$ cat config.mk
export PLATFORM = sky130hd
export DESIGN_NAME = psum_acc_ctrl
export DESIGN_NICKNAME = d
export VERILOG_FILES = /design/src/rtl/psum_acc_pkg.sv /design/src/rtl/psum_sat_add.sv /design/src/rtl/psum_acc_ctrl.sv
export SDC_FILE = /design/constraint.sdc
export NUM_CORES = 1
export LEC_CHECK = 0
export CAP_MARGIN = 20
export CORE_MARGIN = 4
export CORE_UTILIZATION = 41
export CTS_CLUSTER_DIAMETER = 120
export DETAILED_ROUTE_END_ITERATION = 8
export GPL_TIMING_DRIVEN = 0
export PLACE_DENSITY = 0.67
export SLEW_MARGIN = 25
export SYNTH_ARGS = -nofsm -noshare
export SYNTH_HDL_FRONTEND = slang
export SYNTH_SLANG_ARGS = --single-unit
$ cat constraint.sdc
create_clock -name i_clk -period 5.5 [get_ports i_clk]
set_input_delay 0.55 -clock i_clk [delete_from_list [all_inputs] [get_ports i_clk]]
set_output_delay 0.55 -clock i_clk [all_outputs]
set_load 0.02 [all_outputs]
$ cat src/rtl/psum_acc_pkg.sv
// Shared definitions for psum accumulation blocks: controller state encoding and a
// signed saturating add usable for any psum width up to 32 bits.
package psum_acc_pkg;

  typedef enum logic [1:0] {
    StIdle  = 2'd0,
    StFlush = 2'd1,
    StDrain = 2'd2
  } acc_state_e;

  localparam int unsigned SatMaxWidth = 32;

  // Operands are sign-extended to 32 bits by the caller; the result is clipped to the
  // signed range of 'width' bits and returned sign-extended.
  function automatic logic signed [31:0] sat_add(input logic signed [31:0] a,
                                                 input logic signed [31:0] b,
                                                 input int unsigned width);
    logic signed [32:0] sum;
    logic signed [32:0] max_v;
    logic signed [32:0] min_v;
    sum   = {a[31], a} + {b[31], b};
    max_v = (33'sd1 <<< (width - 1)) - 33'sd1;
    min_v = -(33'sd1 <<< (width - 1));
    if (sum > max_v) begin
      return max_v[31:0];
    end else if (sum < min_v) begin
      return min_v[31:0];
    end
    return sum[31:0];
  endfunction

endpackage

$ cat src/rtl/psum_sat_add.sv
// Combinational signed saturating adder of width DATA_WIDTH (at most 32).
module psum_sat_add
  import psum_acc_pkg::*;
#(
  parameter int unsigned DATA_WIDTH = 8
) (
  input  logic [DATA_WIDTH-1:0] a_i,
  input  logic [DATA_WIDTH-1:0] b_i,
  output logic [DATA_WIDTH-1:0] sum_o
);

  logic signed [31:0] a_ext;
  logic signed [31:0] b_ext;
  logic signed [31:0] res;
  logic               unused_res;

  always_comb begin
    a_ext = 32'(signed'(a_i));
    b_ext = 32'(signed'(b_i));
    res   = sat_add(a_ext, b_ext, DATA_WIDTH);
  end

  assign sum_o      = res[DATA_WIDTH-1:0];
  // Upper bits only carry the sign extension of the clipped result.
  assign unused_res = ^res;

endmodule

$ cat src/rtl/psum_acc_ctrl.sv
// Read-modify-write accumulator front-end for the psum memory, with a drain mode that
// streams addresses 0..len-1 out through a valid/ready register.
module psum_acc_ctrl
  import psum_acc_pkg::*;
#(
  parameter int unsigned DATA_WIDTH = 8,
  parameter int unsigned ADDR_WIDTH = 8
) (
  input  logic                  i_clk,
  input  logic                  i_rst,
  input  logic                  i_psum_valid,
  output logic                  o_psum_ready,
  input  logic [ADDR_WIDTH-1:0] i_psum_addr,
  input  logic [DATA_WIDTH-1:0] i_psum_data,
  input  logic                  i_psum_first,
  input  logic                  i_drain_start,
  input  logic [ADDR_WIDTH-1:0] i_drain_len,
  output logic                  o_out_valid,
  input  logic                  i_out_ready,
  output logic [DATA_WIDTH-1:0] o_out_data,
  output logic                  o_out_last,
  output logic                  o_busy,
  output logic                  o_mem_rd_en,
  output logic [ADDR_WIDTH-1:0] o_mem_rd_addr,
  input  logic [DATA_WIDTH-1:0] i_mem_rd_data,
  output logic                  o_mem_wr_en,
  output logic [ADDR_WIDTH-1:0] o_mem_wr_addr,
  output logic [DATA_WIDTH-1:0] o_mem_wr_data
);

  acc_state_e state_q, state_d;

  logic                  s1_valid_q, s1_valid_d;
  logic [ADDR_WIDTH-1:0] s1_addr_q, s1_addr_d;
  logic [DATA_WIDTH-1:0] s1_data_q, s1_data_d;
  logic                  s1_first_q, s1_first_d;

  logic                  byp_valid_q, byp_valid_d;
  logic [ADDR_WIDTH-1:0] byp_addr_q, byp_addr_d;
  logic [DATA_WIDTH-1:0] byp_data_q, byp_data_d;

  logic [ADDR_WIDTH-1:0] drain_addr_q, drain_addr_d;
  logic [ADDR_WIDTH-1:0] drain_len_q, drain_len_d;
  logic                  rd_inflight_q, rd_inflight_d;
  logic                  inflight_last_q, inflight_last_d;

  logic                  out_valid_q, out_valid_d;
  logic [DATA_WIDTH-1:0] out_data_q, out_data_d;
  logic                  out_last_q, out_last_d;

  logic                  accept;
  logic                  drain_go;
  logic                  byp_hit;
  logic                  out_hs;
  logic                  rd_issue;
  logic [DATA_WIDTH-1:0] old_val;
  logic [DATA_WIDTH-1:0] add_res;
  logic [DATA_WIDTH-1:0] wr_sum;

  assign o_psum_ready = (state_q == StIdle) & ~i_drain_start;
  assign accept       = i_psum_valid & o_psum_ready;
  assign drain_go     = (state_q == StIdle) & i_drain_start & (i_drain_len != '0);

  // Bypass covers the read issued while the same address was being written.
  assign byp_hit = byp_valid_q & (byp_addr_q == s1_addr_q);
  assign old_val = byp_hit ? byp_data_q : i_mem_rd_data;

  psum_sat_add #(
    .DATA_WIDTH(DATA_WIDTH)
  ) u_sat_add (
    .a_i  (old_val),
    .b_i  (s1_data_q),
    .sum_o(add_res)
  );

  assign wr_sum        = s1_first_q ? s1_data_q : add_res;
  assign o_mem_wr_en   = s1_valid_q;
  assign o_mem_wr_addr = s1_addr_q;
  assign o_mem_wr_data = wr_sum;

  assign out_hs   = out_valid_q & i_out_ready;
  assign rd_issue = (state_q == StDrain) & (drain_addr_q != drain_len_q) & ~rd_inflight_q &
                    (~out_valid_q | out_hs);

  // Accept and drain reads live in different states, so they never collide.
  assign o_mem_rd_en   = accept | rd_issue;
  assign o_mem_rd_addr = rd_issue ? drain_addr_q : i_psum_addr;

  assign o_out_valid = out_valid_q;
  assign o_out_data  = out_data_q;
  assign o_out_last  = out_last_q;
  assign o_busy      = (state_q != StIdle) | s1_valid_q;

  always_comb begin
    state_d         = state_q;
    s1_valid_d      = accept;
    s1_addr_d       = s1_addr_q;
    s1_data_d       = s1_data_q;
    s1_first_d      = s1_first_q;
    byp_valid_d     = s1_valid_q;
    byp_addr_d      = byp_addr_q;
    byp_data_d      = byp_data_q;
    drain_addr_d    = drain_addr_q;
    drain_len_d     = drain_len_q;
    rd_inflight_d   = rd_issue;
    inflight_last_d = inflight_last_q;
    out_valid_d     = out_valid_q;
    out_data_d      = out_data_q;
    out_last_d      = out_last_q;

    if (accept) begin
      s1_addr_d  = i_psum_addr;
      s1_data_d  = i_psum_data;
      s1_first_d = i_psum_first;
    end

    if (s1_valid_q) begin
      byp_addr_d = s1_addr_q;
      byp_data_d = wr_sum;
    end

    if (drain_go) begin
      drain_addr_d = '0;
      drain_len_d  = i_drain_len;
    end

    if (rd_issue) begin
      drain_addr_d    = drain_addr_q + 1'b1;
      inflight_last_d = (drain_addr_q == drain_len_q - 1'b1);
    end

    // A read is only issued when the output register will be free on return.
    if (rd_inflight_q) begin
      out_valid_d = 1'b1;
      out_data_d  = i_mem_rd_data;
      out_last_d  = inflight_last_q;
    end else if (out_hs) begin
      out_valid_d = 1'b0;
      out_last_d  = 1'b0;
    end

    unique case (state_q)
      StIdle: begin
        if (drain_go) begin
          state_d = s1_valid_q ? StFlush : StDrain;
        end
      end
      StFlush: begin
        if (!s1_valid_q) begin
          state_d = StDrain;
        end
      end
      StDrain: begin
        if (out_hs && out_last_q) begin
          state_d = StIdle;
        end
      end
      default: state_d = StIdle;
    endcase
  end

  always_ff @(posedge i_clk) begin
    if (i_rst) begin
      state_q         <= StIdle;
      s1_valid_q      <= 1'b0;
      s1_addr_q       <= '0;
      s1_data_q       <= '0;
      s1_first_q      <= 1'b0;
      byp_valid_q     <= 1'b0;
      byp_addr_q      <= '0;
      byp_data_q      <= '0;
      drain_addr_q    <= '0;
      drain_len_q     <= '0;
      rd_inflight_q   <= 1'b0;
      inflight_last_q <= 1'b0;
      out_valid_q     <= 1'b0;
      out_data_q      <= '0;
      out_last_q      <= 1'b0;
    end else begin
      state_q         <= state_d;
      s1_valid_q      <= s1_valid_d;
      s1_addr_q       <= s1_addr_d;
      s1_data_q       <= s1_data_d;
      s1_first_q      <= s1_first_d;
      byp_valid_q     <= byp_valid_d;
      byp_addr_q      <= byp_addr_d;
      byp_data_q      <= byp_data_d;
      drain_addr_q    <= drain_addr_d;
      drain_len_q     <= drain_len_d;
      rd_inflight_q   <= rd_inflight_d;
      inflight_last_q <= inflight_last_d;
      out_valid_q     <= out_valid_d;
      out_data_q      <= out_data_d;
      out_last_q      <= out_last_d;
    end
  end

endmodule
# After elaboration in Yosys (flattened, before gate mapping)
# Cells that the tools add are included.
word_totals:
  reg_bits: 65
  input_bits: 38
  output_inout_bits: 38
  elab_cells: 68
classes:
  add_sub_neg: 3
  order_cmp: 2
  n_eq_ne: 8
  mux: 18
  n_bitwise: 15
  reduce_logical: 7
ops:
  columns: ["operator", "n"]
  rows:
  - ["8-bit two-way mux", 8]
  - ["8-bit == test", 2]
  - ["8-bit by 8-bit adder with 9-bit output", 1]
  - ["1-bit bitwise AND", 9]
  - ["9-bit by 8-bit greater-than comparator with 1-bit output, second input constant", 1]
  - ["9-bit by 8-bit < comparator with 1-bit output, second input constant", 1]
  - ["8-bit by 1-bit adder with 8-bit output, second input constant", 1]
  - ["2-bit two-way mux", 4]
  - ["8-bit inequality test", 1]
  - ["8-bit nonzero test", 1]
  - ["8-bit by 1-bit subtractor with 8-bit output, second input constant", 1]
  - ["2-bit one-hot mux with 3 select lines", 1]
  - ["2-bit nonzero test", 3]
  - ["1-bit two-way mux", 5]
  - ["2-bit inequality test, second input constant", 2]
  - ["1-bit inverter", 3]
  - ["1-bit OR", 3]
  - ["3-bit AND reduction", 1]
  - ["2-bit by 1-bit == test with 1-bit output, second input constant", 1]
  - ["2-bit == test, second input constant", 1]
  - ["2-bit logical NOT", 1]
  - ["2-bit by 1-bit inequality test with 1-bit output, second input constant", 1]
  - ["1-bit logical AND", 1]

# Depth between registers and ports, before layout
logic_depth:
  depth_word: 9
  depth_mapped: 15

# Hierarchy
# From an unflattened synthesis, not the netlist that was laid out.
unflattened:
  cells_unflattened: 413
  area_unflattened_um2: 3504.6
by_module_without_submodules:
  columns: ["mod", "instances", "cells_per_inst", "area_per_inst_um2", "seq_area_each_um2"]
  rows:
  - ["psum_acc_ctrl", 1, 365, 3115.5, 1301.2]
  - ["psum_sat_add", 1, 48, 389.1, 0.0]

# Worst setup path after synthesis
# OpenSTA, ideal clock, no wires.
synth_timing:
  path_type: "reg2out"
  from: "register s1_addr_q[4], in the netlist o_mem_wr_addr[4]"
  to: "output port o_mem_wr_data[2]"
  t_arrival_ps: 3521
  path_slack_ps: 1429
  stages_incl_launch_ff: 16
  cell_sequence: "dfxtp_1 -> xor2_1 -> nor4_1 -> nand3_1 -> nor4_4 -> mux2_2 -> ha_1 -> inv_1 -> fa_1 -> nor2b_1 -> o2111ai_1 -> a21boi_1 -> o31ai_4 -> buf_2 -> o21ba_2 -> a21oi_1"
synth_via:
  elab_chain_len: 9
  word_cells_on_any_way: 11
  classes_between: "add/sub (1); order compare (2); eq/ne (1); mux (6); bitwise (1)"
synth_lines:
  columns: ["element", "line", "text"]
  rows:
  - ["start: declaration", "psum_acc_ctrl.sv:34", "logic [ADDR_WIDTH-1:0] s1_addr_q, s1_addr_d;"]
  - ["start signal: assignment", "psum_acc_ctrl.sv:182", "s1_addr_q <= s1_addr_d;"]
  - ["8-bit == test *", "psum_acc_ctrl.sv:65", "assign byp_hit = byp_valid_q & (byp_addr_q == s1_addr_q);"]
  - ["1-bit bitwise AND *", "psum_acc_ctrl.sv:65", null]
  - ["8-bit two-way mux *", "psum_acc_ctrl.sv:66", "assign old_val = byp_hit ? byp_data_q : i_mem_rd_data;"]
  - ["8-bit by 8-bit adder with 9-bit output *", "psum_acc_pkg.sv:21", "sum = {a[31], a} + {b[31], b};"]
  - ["9-bit by 8-bit < comparator with 1-bit output", "psum_acc_pkg.sv:26", "end else if (sum < min_v) begin"]
  - ["1-bit two-way mux", "psum_acc_pkg.sv:26", null]
  - ["1-bit two-way mux", "psum_acc_pkg.sv:24", "if (sum > max_v) begin"]
  - ["8-bit two-way mux *", "psum_acc_pkg.sv:29", "return sum[31:0];"]
  - ["8-bit two-way mux *", "psum_acc_ctrl.sv:76", "assign wr_sum = s1_first_q ? s1_data_q : add_res;"]
  - ["end: declaration", "psum_acc_ctrl.sv:28", "output logic [DATA_WIDTH-1:0] o_mem_wr_data"]
# Every way passes the cells marked *; elsewhere a longest branch is shown, timed or not.

# Worst setup path after layout
layout_timing:
  from: "register s1_addr_q[4], in the netlist o_mem_wr_addr[4]"
  to: "output port o_mem_wr_data[3]"
# The elaborated chain is that of the path after synthesis.

==> results.txt <==
----------------------------------------------------
[Placed design]
  Post-detailed-placement half-perimeter wirelength ... 7429 um
  Port Buf Inserts ... 75
  Final weighted congestion in routability-driven placement ... a little under 0.9

[Floorplan]
  Area of the die ... 10250 um2
  Initial core utilization ... 0.4274
  Die Span X ... 101.2 um
  Number of rows in the core area ... 33
  Die Y-Extent ... 101.2 um
  Total core area ... ~8300 um2
  I/O pin count ... 76

[Synth]
  Share of synthesized area spent on multiplexers ... 0.1123
  Synth warn ... 0
  Netlist area before placement ... 3565 um2
  Number of nets in the synthesized netlist ... 464
  Share of the yosys chip area belonging to registers ... 0.3650
  Combinational family with the most area after synthesis ... simple AND/OR/NAND/NOR gates
  Post-synthesis compound-gate area fraction ... 0.1706
  Number of enable flip-flop cells after synthesis ... 0
  FF+latch count, synth ... 65
  Area share of fa/ha/maj cells after synthesis ... 0.06037
  Number of distinct standard cells referenced by the synthesized netlist ... 52
  Simple-gate portion of the synthesized area ... 0.1959
  Asr flop ratio synth ... 0
  Parity-gate share of the synthesized area counting xor and xnor cells ... 0.05897
  Mapped Avg Cell Area ... 8.590 um2
  Cells after Synth ... around 420
  Post-synth top flop ... dfxtp_1

[Route]
  Via count normalized by instance count ... 5.366
  DRT Wirelength ... about 9500 um
  Detailed router's first-iteration violation count ... 186
  Routed wirelength normalized by instance count ... 15.47 um
  Residual DRC count ... 0
  Remaining number of nets flagged by the antenna check after routing ... 0
  First-pass iteration count of the detailed router ... 4
  Via count ... about 3300

[CTS]
  Clock latency of the later-clocked register in the worst-skew pair ... 0.34 ns
  Clock Root Buffer ... clkbuf_8
  Number of clock buffers inserted by TritonCTS ... 9
  H-Tree Depth ... 3
  Clock transition at the register clock pins on the worst setup and hold paths after CTS ... 0.07 ns
  TritonCTS Sinks ... 65
  Clock tree from TritonCTS ... done
  Hold buffers post-CTS ... 0
  Buffer levels on the longest clock path ... 2

[Timing]
  Final worst path period share ... 0.9260
  Setup violations, final ... 0
  Peak Freq ... 196.3 MHz
  Skew final ... 0.007009 ns
  Total negative setup slack ... 0 ns
  Crit path time final ... 5.093 ns
  Slew Limit Fails ... 0
  Max-slew headroom at the worst pin ... 0.5682
  Unrepaired setup endpoints after global routing ... false
  Worst Tran Pin Value ... 0.6477 ns
  Final count of hold timing violations ... 0

[Worst setup path]
  Reg-to-reg endpoint ... byp_data_q[6]
  Largest incremental delay on the critical path ... 0.55 ns
  Nature of the critical path startpoint ... flip-flop
  Required time at the endpoint of the critical path ... roughly 5 ns
  Family of cells with the greatest summed delay on the critical path ... buffers and inverters
  Worst Path Max Fanout ... 10
  R2R setup slack ... between 1.5 and 2 ns
  Critical path startpoint ... o_mem_wr_addr[4]
  Slowest CP cell ... clkdlybuf4s50_1
  Register-to-Register Path Depth ... 13
  Critical path class ... reg -> out
  Critical path arrival ... 4.54 ns
  Origin of the critical flop-to-flop path ... o_mem_wr_addr[4]
  Cell-by-cell listing of the critical path ... xor2_1 > nor4_1 > nand3_1 > nor4_4 > buf_4 > mux2_2 > ha_1 > inv_1 > fa_1 > nor2b_1 > o2111ai_1 > a21boi_1 > o31ai_4 > buf_2 > o21ba_2 > a21oi_1 > clkdlybuf4s50_1
  Critical path destination ... o_mem_wr_data[3]
  Crit path buf inv count ... 4
  Cell depth of the worst setup path ... 17
  Category of the worst setup path capture point ... primary output

[Cells and area]
  Fraction of layout instances using a drive strength above 1 ... 0.1002
  Post-layout net count ... 553
  Layout overhead on the synthesized area ... 30.22%
  Commonest non-fill, non-tap cells in the layout ... clkdlybuf4s50_1 (75), dfxtp_1 (65), nand2_1 (49)
  Most frequent standard cell in the layout excluding fill and tap cells ... clkdlybuf4s50_1
  Antenna diode count ... 0
  Post-route core utilization ... 0.5566

[Flow run]
  Number of max-cap violations ... 0

[Run status]
  Outcome ... completed

[Global routing]
  Global-route wire length before repair ... between 15000 and 20000 um
  All-Layer GR Usage ... 0.1896
  Initial antenna violation count ... 0
  GRT Residual Overflow ... 0
  Largest net degree at the start of global routing ... 12
  Vias in the first global route ... about 3200

[Worst hold path]
  Class of the worst hold path ... reg -> reg
  Hold Crit Depth ... 2

[Power]
  P per Cell Area ... 264.8 nW/um2
  Worst IR Drop VDD ... roughly 150 uV
  Pleak ... 1.774 nW

----------------------------------------------------
[power breakdown]
| part | internal [W] | switching (W) | leakage (nW) |
|---|---|---|---|
| clock network | 0.000174 | 0.000186 | 0.0891 |
| logic | 0.000173 | 0.000184 | 1.16 |
| registers | 0.000491 | 0.0000208 | 0.529 |
[metrics by stage]
stage / power [W] / instances / area [um2] / worst slack [ns] / hold slack [ns]
6_report: 0.001229 / 614 / 4642 / 0.4069 / 0.4757
2_1_floorplan: 0.0007405 / 415 / 3565 / 1.429 / 0.4468
3_3_place_gp: 0.0008733 / 595 / 4447 / 0.6311 / 0.4566
3_5_place_dp: 0.0008784 / 595 / 4447 / 0.6354 / 0.4624
4_1_cts: 0.001237 / 611 / 4619 / 0.2580 / 0.4748
5_1_grt: 0.001292 / 614 / 4642 / 0.09314 / 0.4904
[worst register-to-register path: cells and delay by family, from the launching register on]
| kind | cells | cell delay, ns |
|---|---|---|
| AO/OA/AOI/OAI | 5 | 1.13 |
| XOR/XNOR | 1 | 0.15 |
| adder cells (fa/ha/maj) | 2 | 0.72 |
| buffers and inverters | 1 | 0.21 |
| flip-flops | 1 | 0.35 |
| multiplexers | 1 | 0.37 |
| AND/OR/NAND/NOR | 3 | 0.66 |
[how the worst min path moves through the flow]
stage	start	endpoint	slack [ns]
detailed placement	byp_data_q[7]	byp_data_q[7]	0.46
CTS	byp_data_q[7]	byp_data_q[7]	0.47
floorplan	rd_inflight_q	o_out_valid	0.45
global placement	byp_data_q[7]	byp_data_q[7]	0.46
global route	byp_data_q[7]	byp_data_q[7]	0.49
finish	byp_data_q[7]	byp_data_q[7]	0.48
[area by class of cell]
| type | instances | area [um2] |
|---|---|---|
| Fill cell | 766 | 3699 |
| Multi-Input combinational cell | 319 | 2132 |
| Sequential cell | 65 | 1301 |
| Timing Repair Buffer | 78 | 773.2 |
| Clock buffer | 11 | 141.4 |
| Tap cell | 105 | 131.4 |
| Buffer | 22 | 97.59 |
| Inverter | 9 | 33.78 |
| Clock inverter | 5 | 31.28 |
[timing repair]
| item | in CTS | in global routing |
|---|---|---|
| setup endpoints to repair | 0 | 5 |
| resized for setup | 0 | 0 |
| setup buffers | 0 | 3 |
[flip-flops by register name, indices dropped and copies added (netlist names), 2 cells and up]
name / count
drain_len_q: 8
byp_data_q: 8
byp_addr_q: 8
state_q: 2
s1_data_q: 8
o_out_data: 8
o_mem_wr_addr: 8
drain_addr_q: 8
[cell usage after synthesis (all sizes together), types with 5 or more instances]
master / n / share of area
xnor2: 14 / 0.034
maj3: 7 / 0.020
xor2: 10 / 0.025
or3b: 5 / 0.012
ha: 10 / 0.035
inv: 9 / 0.0095
mux2: 16 / 0.051
buf: 10 / 0.015
mux2i: 22 / 0.062
nor4: 5 / 0.013
a21o: 8 / 0.017
dfxtp: 65 / 0.37
nand2: 49 / 0.052
o21ai: 16 / 0.022
nor2b: 12 / 0.021
a211oi: 8 / 0.020
clkbuf: 12 / 0.013
a21oi: 40 / 0.056
nor2: 43 / 0.045
nor3: 5 / 0.0070
nand2b: 6 / 0.011
[cells by family (layout without fill, tap and decap cells)]
group,Yosys count,count (layout)
DFF,65,65
muxes,38,38
adders and majority gates,18,18
xor gates and xnor gates,24,24
and+or+nand+nor,145,145
buffers and inverters,31,125
AOI/OAI and AO/OA,94,94
[per-layer routing]
| metal | GRT usage | part of all wire | routed length (um) | vias up |
|---|---|---|---|---|
| li1 | - | - | - | 1636 |
| met1 | 0.2578 | 0.47 | 4467 | 1551 |
| met2 | 0.2993 | 0.45 | 4320 | 98 |
| met3 | 0.04683 | 0.064 | 606 | 10 |
| met4 | 0.05419 | 0.011 | 104 | 0 |
| met5 | 0 | 0 | 0 | - |
Power figures use the tool's default switching activity.
